[config.mk]
export PLATFORM = sky130hd
export DESIGN_NAME = rr_arbiter4
export DESIGN_NICKNAME = d
export VERILOG_FILES = /design/src/rtl/arb_pkg.sv /design/src/rtl/dec2_4_onehot.sv /design/src/rtl/rr_arbiter4.sv
export SDC_FILE = /design/constraint.sdc
export NUM_CORES = 1
export LEC_CHECK = 0
export ABC_AREA = 0
export CAP_MARGIN = 20
export CORE_MARGIN = 3
export CORE_UTILIZATION = 51
export CTS_CLUSTER_SIZE = 28
export DETAILED_ROUTE_END_ITERATION = 8
export PLACE_DENSITY = 0.76
export SLEW_MARGIN = 20
export SYNTH_ARGS = -nofsm -noshare
export SYNTH_HDL_FRONTEND = slang
export SYNTH_SLANG_ARGS = --single-unit
[constraint.sdc]
create_clock -name sys_clk -period 2.1 [get_ports sys_clk]
set_clock_uncertainty 0.05 [all_clocks]
set_input_delay 0.42 -clock sys_clk [delete_from_list [all_inputs] [get_ports sys_clk]]
set_output_delay 0.42 -clock sys_clk [all_outputs]
set_load 0.02 [all_outputs]
[src/rtl/arb_pkg.sv]
// Shared types and constants for the four-way round-robin arbiter.
// Also holds the cyclic priority search used by the arbitration step.
package arb_pkg;

   localparam int N_REQ = 4;
   localparam int IDX_W = 2;

   typedef enum logic [1:0] {
      IDLE  = 2'b00,
      GRANT = 2'b01,
      GAP   = 2'b10
   } arb_state_e;

   // First asserted request after 'last', wrapping modulo N_REQ; 'last' itself is checked last.
   function automatic logic [IDX_W-1:0] rr_pick(input logic [N_REQ-1:0] req,
                                                input logic [IDX_W-1:0] last);
      logic [IDX_W-1:0] cand;
      logic [IDX_W-1:0] pick;
      logic             found;
      pick  = '0;
      found = 1'b0;
      for (int k = 1; k <= N_REQ; k++) begin
         cand = last + IDX_W'(k);
         if (!found && req[cand]) begin
            pick  = cand;
            found = 1'b1;
         end
      end
      return pick;
   endfunction

endpackage

[src/rtl/dec2_4_onehot.sv]
// Combinational 2-to-4 one-hot decoder with enable; all-zero when disabled.
module dec2_4_onehot
   import arb_pkg::*;
(
   input  logic [IDX_W-1:0] idx_i,
   input  logic             en_i,
   output logic [N_REQ-1:0] onehot_o
);

   always_comb begin
      onehot_o = '0;
      if (en_i) onehot_o[idx_i] = 1'b1;
   end

endmodule

[src/rtl/rr_arbiter4.sv]
// Four-requester round-robin arbiter with bounded hold time and a turnaround gap.
// All outputs are registered; gnt is the decoded next-state index/valid.
module rr_arbiter4
   import arb_pkg::*;
#(
   parameter int MAX_HOLD = 16,
   parameter int GAP_CYC  = 1
) (
   input  logic       sys_clk,
   input  logic       sys_rst,
   input  logic [3:0] req,
   input  logic       done,
   output logic [3:0] gnt,
   output logic [1:0] gnt_idx,
   output logic       gnt_vld,
   output logic       timeout
);

   localparam int               HOLD_W    = $clog2(MAX_HOLD);
   localparam logic [HOLD_W-1:0] HOLD_LAST = HOLD_W'(MAX_HOLD - 1);
   localparam logic [2:0]       GAP_LAST  = 3'(GAP_CYC - 1);

   arb_state_e        state_q, state_d;
   logic [IDX_W-1:0]  last_q, last_d;
   logic [HOLD_W-1:0] hold_q, hold_d;
   logic [2:0]        gap_q, gap_d;
   logic [IDX_W-1:0]  idx_q, idx_d;
   logic              vld_q, vld_d;
   logic              to_q, to_d;
   logic [N_REQ-1:0]  gnt_q, gnt_d;
   logic              release_c;

   always_comb begin
      state_d   = state_q;
      last_d    = last_q;
      hold_d    = hold_q;
      gap_d     = gap_q;
      idx_d     = idx_q;
      vld_d     = vld_q;
      to_d      = 1'b0;
      release_c = 1'b0;
      case (state_q)
         IDLE: begin
            if (|req) begin
               idx_d   = rr_pick(req, last_q);
               vld_d   = 1'b1;
               hold_d  = '0;
               state_d = GRANT;
            end
         end
         GRANT: begin
            release_c = done || !req[idx_q] || (hold_q == HOLD_LAST);
            if (release_c) begin
               // Expiry only reports a timeout when neither done nor withdrawal caused the release.
               to_d    = !done && req[idx_q];
               last_d  = idx_q;
               vld_d   = 1'b0;
               gap_d   = '0;
               state_d = GAP;
            end else begin
               hold_d = hold_q + 1'b1;
            end
         end
         GAP: begin
            if (gap_q == GAP_LAST) state_d = IDLE;
            else                   gap_d   = gap_q + 3'd1;
         end
         default: state_d = IDLE;
      endcase
   end

   dec2_4_onehot u_dec (
      .idx_i    (idx_d),
      .en_i     (vld_d),
      .onehot_o (gnt_d)
   );

   always_ff @(posedge sys_clk) begin
      if (sys_rst) begin
         state_q <= IDLE;
         last_q  <= 2'd3;
         hold_q  <= '0;
         gap_q   <= '0;
         idx_q   <= '0;
         vld_q   <= 1'b0;
         to_q    <= 1'b0;
         gnt_q   <= '0;
      end else begin
         state_q <= state_d;
         last_q  <= last_d;
         hold_q  <= hold_d;
         gap_q   <= gap_d;
         idx_q   <= idx_d;
         vld_q   <= vld_d;
         to_q    <= to_d;
         gnt_q   <= gnt_d;
      end
   end

   assign gnt     = gnt_q;
   assign gnt_idx = idx_q;
   assign gnt_vld = vld_q;
   assign timeout = to_q;

endmodule

==> run_results.csv, run 1 <==
group,metric,value,unit
power,finalPower,837,uW
place,dp_hpwl,1.62,mm
clock_network,holdBufCountCts,0,
synth,synth_fp_nets,115,
worst_setup_path,arrival,1.43,ns
clock_network,clkLatencyLatePin,0.29,ns
worst_setup_path,end_kind,"primary output",
die,dieArea,2430,sq um
synth,syn_inst,105,
drt,vias_per_cell,5.68,
run,cap_violations,0,
drt,drtAntennaViolNets,0,
drt,post_drt_wl_per_cell,13.1,um
place,finalWeightedCongestion,0.840,
synth,yosys_most_used_dff,"dfxtp_1",
clock_network,cts_sinks,19,
die,core,1750,sq um
clock_network,cts-buffers-inserted,3,
grt,grt_usage,18.2,%
worst_setup_path,crit_buf_inv,1,
synth,syn_area,955,sq um
synth,synth-async-reset-ratio,0,%
synth,syn_avg_cell_area,9.09,sq um
drt,remaining_drc_errors,0,
timing,maxSlewHeadroom,76.8,%
power,p_leak,0.467,nW
layout,drive_above_1_share,10.8,%
synth,ys_types,41,
drt,dr.pass1.iters,4,
worst_hold_path,min_path_type,"flip-flop to flip-flop",
grt,grt_max_degree,11,
worst_setup_path,rrSetupSlack,0.39,ns
worst_setup_path,critical_path.max_stage_delay,0.66,ns
timing,maxSlewViolCount,0,
timing,timing_hold_violations_final,0,
drt,vias,881,
clock_network,cts_tree,"yes",
layout,layout.nets,141,
timing,rsz0062_at_grt,"false",
place,pre_cts_slack,-0.0542,ns
timing,holdWs,0.426,ns
timing,timing.fmax,527,MHz
grt,antenna_found_initial,0,
worst_setup_path,crit_fanout,6,
clock_network,cts_setup_buffers,0,
worst_setup_path,worst_ep_required_time,1.63,ns
worst_setup_path,startpoint_type,"flip-flop",
timing,setup_ws,0.201,ns
worst_setup_path,cp_slowest_cell,"clkdlybuf4s50_1",
layout,antenna_cells,0,
worst_setup_path,crit_chain,"clkdlybuf4s50_1",
worst_hold_path,min_to,"hold_q[3]$_SDFFE_PP0P_",
die,die_width,49.3,um
clock_network,cts_buffer_depth,2,
status,status,"completed",
power,ir_worst_vdd,545,uV
clock_network,cts_root_buf,"clkbuf_4",
synth,yosysWarnings,0,
grt,grt_pass1_wl,3.47,mm
timing,fin_crit_sh,90.4,%
die,fp-row-count,15,
worst_hold_path,min_from,"hold_q[3]$_SDFFE_PP0P_",
layout,areaGrowthSynthToFinish,26.1,%
clock_network,htree_levels,1,
die,ios,15,
worst_setup_path,rr_startpoint,"gnt_idx[1]$_SDFF_PP0_",
synth,synth_edf_count,0,
grt,grt-ovfl-total,0,
place,io_buffer_count,14,
die,die_h,49.3,um
drt,drtIter0Drc,18,
clock_network,cts.clk_slew.worst_paths,0.10,ns
die,initial_core_util,54.7,%
grt,grt_pass1_vias,852,
power,cellPowerDensity,695,nW/um^2
synth,synth_seq_cells,19,
timing,worst_slew_pin_slew,0.348,ns
clock_network,cts_resized,0,
layout,fin_util,69.0,%
worst_setup_path,critPathKind,"flip-flop to primary output",
synth,seq_area_frac_synth,39.8,%
drt,wl,2.02,mm
worst_setup_path,path_delay_family,"buffers and inverters",
timing,min_period,1.90,ns
worst_hold_path,holdPathStages,2,
timing,setup_violations,0,
worst_setup_path,r2r-end,"hold_q[1]$_SDFFE_PP0P_",
worst_setup_path,reg2reg_depth,4,
[cell usage in the layout, fill, tap and decap left out, types with 4 or more instances in the layout]
master	netlist	routed
clkdlybuf4s50_1	0	14
dfxtp_1	19	19
a21oi_1	6	6
nand2b_1	6	6
nor2_1	7	7
mux2i_1	5	5
inv_1	5	5
buf_4	0	10
nand3_1	4	4
nand2_1	5	5
[cells in the mapped netlist, types with 2 or more instances]
cell type	n	area share, %
a211oi_1	2	1.6
a21boi_0	2	1.6
a21o_1	2	1.6
a21oi_1	6	3.1
dfxtp_1	19	40
ha_1	3	3.9
inv_1	5	2.0
mux2i_1	5	5.2
nand2_1	5	2.0
nand2b_1	6	3.9
nand3_1	4	2.1
nor2_1	7	2.8
nor3_1	3	1.6
nor4_1	3	2.0
o21ai_0	2	1.0
o221ai_1	2	1.8
or3_1	3	2.0
or4_1	3	2.4
[where the power goes]
| part | internal [mW] | leakage (nW) | switching, mW |
|---|---|---|---|
| clock | 0.0737 | 0.0150 | 0.108 |
| combinational | 0.115 | 0.297 | 0.124 |
| sequential | 0.389 | 0.155 | 0.0269 |
[stage by stage]
step | TNS (ns) | instances | area, sq um
6_report | 0 | 155 | 1200
5_1_grt | 0 | 155 | 1200
4_1_cts | 0 | 155 | 1200
3_5_place_dp | -0.215 | 151 | 1180
3_3_place_gp | -0.0803 | 151 | 1180
2_1_floorplan | 0 | 105 | 955
[how the worst max path moves through the flow]
| stage | startpoint | to | slack, ns | depth (start not counted) |
|---|---|---|---|---|
| 2_1_floorplan | gnt_idx[1]$_SDFF_PP0_ | hold_q[0]$_SDFFE_PP0P_ | 0.38 | 5 |
| 5_1_grt | gnt_idx[1]$_SDFF_PP0_ | gnt_idx[1] | 0.16 | 1 |
| 6_report | gnt_idx[1]$_SDFF_PP0_ | gnt_idx[1] | 0.20 | 1 |
| 4_1_cts | gnt_idx[1]$_SDFF_PP0_ | gnt_idx[1] | 0.20 | 1 |
| 3_3_place_gp | req[1] | gnt[3]$_SDFF_PP0_ | -0.03 | 5 |
| 3_5_place_dp | req[1] | gnt[3]$_SDFF_PP0_ | -0.05 | 5 |
[final cells by class]
type,instances,area [sq um]
Sequential cell,19,380
Timing Repair Buffer,24,215
Clock buffer,4,26.3
Tap cell,25,31.3
Multi-Input combinational cell,78,532
Inverter,5,18.8
Fill cell,154,542
[cell families (layout without fill, tap and decap cells)]
logic type | Yosys count | in the layout | synth area share, %
AOI/OAI and AO/OA | 28 | 28 | 21.9
xor gates and xnor gates | 1 | 1 | 0.918
adders and majority gates | 3 | 3 | 3.93
buffers and inverters | 8 | 33 | 4.46
DFF | 19 | 19 | 39.8
muxes | 5 | 5 | 5.24
and+or+nand+nor | 41 | 41 | 23.7
[registers in the layout, summed over array words and instances (netlist names)]
register	count
timeout	1
state_q	2
gnt_idx	2
last_q	2
gnt_vld	1
hold_q	4
gap_q	3
gnt	4
[per-layer routing]
metal  vias up  part of all wire [%]  global-route usage [%]
met5         -                     0                       0
met3         6                   4.2                    4.59
met4         0                   2.0                    9.48
met1       411                    45                    19.4
li1        445                     -                       -
met2        19                    48                    32.4
(Power assumes the default switching activity.)
==> run 2, diff against run 1 <==
- CORE_UTILIZATION: 51 -> 46
- PLACE_DENSITY: 0.76 -> 0.7
- SKIP_CTS_REPAIR_TIMING: unset -> 1
==> run 2 against run 1 <==
First-iteration DRC count increased by 56%. Worst hold slack improved by 0.013 ns. Global-route usage down 0.73 points. Critical path type is now input port to flip-flop. Largest cell class unchanged. Highest routed layer unchanged.
==> run_results.csv, run 2 (synthesized netlist as in run 1, its figures left out) <==
group,metric,value,unit
worst_hold_path,min_path_type,"flip-flop to flip-flop",
power,cellPowerDensity,702,nW/um^2
worst_setup_path,path_delay_family,"simple AND/OR/NAND/NOR gates",
timing,timing_hold_violations_final,0,
worst_setup_path,startpoint_type,"input port",
drt,wl,2.11,mm
worst_setup_path,arrival,2.14,ns
power,intPower,583,uW
clock_network,cts-buffers-inserted,3,
layout,final_common_cell,"dfxtp_1",
die,fp-row-count,15,
timing,timing.fmax,502,MHz
grt,grt-ovfl-total,0,
power,switching_power,266,uW
clock_network,cts_sinks,19,
timing,holdWs,0.439,ns
layout,drive_above_1_share,11.5,%
clock_network,cts_buffer_depth,2,
drt,post_drt_wl_per_cell,13.6,um
layout,areaGrowthSynthToFinish,26.7,%
power,p_comb_share,29.6,%
drt,remaining_drc_errors,0,
worst_hold_path,min_from,"hold_q[3]$_SDFFE_PP0P_",
worst_setup_path,critical_path.max_stage_delay,0.59,ns
timing,setup_violations,0,
worst_setup_path,critPathKind,"input port to flip-flop",
power,finalPower,849,uW
layout,fin_area,1210,sq um
worst_setup_path,cp-startpoint,"req[1]",
worst_setup_path,worst_ep_required_time,2.24,ns
grt,grt_pass1_wl,3.43,mm
die,dieArea,2660,sq um
run,cap_violations,0,
layout,fillers,175,
clock_network,cts_root_buf,"clkbuf_4",
worst_setup_path,crit_chain,"clkdlybuf4s50_1 -> or4_1 -> nand2_1 -> a32oi_1 -> nor4_2",
clock_network,htree_levels,1,
die,ios,15,
grt,grt_max_degree,11,
place,finalWeightedCongestion,0.885,
layout,fin_util,65.8,%
power,pwr-share-seq,48.9,%
worst_setup_path,end_kind,"flip-flop",
layout,layout.nets,141,
clock_network,cts_tree,"yes",
clock_network,clkLatencyLatePin,0.30,ns
timing,maxSlewHeadroom,71.3,%
drt,vias_per_cell,5.63,
drt,drtAntennaViolNets,0,
power,netSwitchingFraction,31.3,%
timing,tns,0,ns
grt,antenna_found_initial,0,
power,clockPowerShare,21.5,%
timing,worst_slew_pin_slew,0.431,ns
die,core,1840,sq um
worst_setup_path,crit_fanout,4,
place,dp_hpwl,1.57,mm
layout,antenna_cells,0,
die,die_width,51.6,um
drt,dr.pass1.iters,4,
worst_setup_path,cp_slowest_cell,"or4_1",
die,initial_core_util,51.9,%
worst_setup_path,crit_buf_inv,1,
timing,min_period,1.99,ns
place,io_buffer_count,14,
timing,maxSlewViolCount,0,
clock_network,cts.clk_slew.worst_paths,0.10,ns
status,status,"completed",
die,die_h,51.6,um
drt,vias,873,
worst_setup_path,rr_startpoint,"gnt_idx[1]$_SDFF_PP0_",
drt,drtIter0Drc,28,
grt,grt_pass1_vias,793,
layout,final_cell_mix,"19 x dfxtp_1, 14 x clkdlybuf4s50_1, 10 x buf_4, 7 x nor2_1",
power,p_leak,0.467,nW
power,ir_worst_vdd,492,uV
timing,fin_crit_sh,94.9,%
place,placed_cell_area,1180,sq um
grt,grt_usage,17.4,%
run 2: final timing paths:
path / slack [ns] / endpoint / cells past startpoint
hold / removal: 0.44 / hold_q[3]$_SDFFE_PP0P_ / 2
setup / recovery: 0.11 / gnt[3]$_SDFF_PP0_ / 5
hold reg to reg: 0.44 / hold_q[3]$_SDFFE_PP0P_ / 2
setup reg to reg: 0.37 / last_q[0]$_SDFFE_PP1P_ / 5
run 2: layer usage:
layer  track usage [%]  vias to the layer above  part of all wire [%]
li1                  -                      448                     -
met1              23.0                      404                    49
met2              27.3                       16                    46
met3              2.58                        5                   3.0
met4              9.17                        0                   2.1
met5                 0                        -                     0
run 2: cell type report:
class / count / area (sq um) / share of cell area [%]
Clock buffer: 4 / 26.3 / 2.17
Inverter: 5 / 18.8 / 1.55
Multi-Input combinational cell: 78 / 538 / 44.5
Sequential cell: 19 / 380 / 31.4
Tap cell: 25 / 31.3 / 2.59
Timing Repair Buffer: 24 / 215 / 17.8
run 2: power groups by stage:
| stage | Clock (mW) | Sequential [mW] | Combinational (mW) |
|---|---|---|---|
| 6_report | 0.182 | 0.416 | 0.251 |
| 3_5_place_dp | 0 | 0.424 | 0.243 |
| 5_1_grt | 0.209 | 0.420 | 0.273 |
| 2_1_floorplan | 0 | 0.439 | 0.126 |
| 3_3_place_gp | 0 | 0.424 | 0.239 |
| 4_1_cts | 0.189 | 0.415 | 0.245 |
run 2: metrics by stage:
stage	instances	worst slack, ns
floorplan	105	0.385
global placement	151	-0.153
detailed placement	151	-0.212
CTS	155	0.0896
global route	155	-0.0333
finish	155	0.108
run 2: worst reg2reg max path, stage by stage, from the launching register on:
cell and delay [ns]:
dfxtp_1 0.48, mux2i_1 0.30, o22a_2 0.25, buf_4 0.14, o21a_1 0.25, mux2i_1 0.20
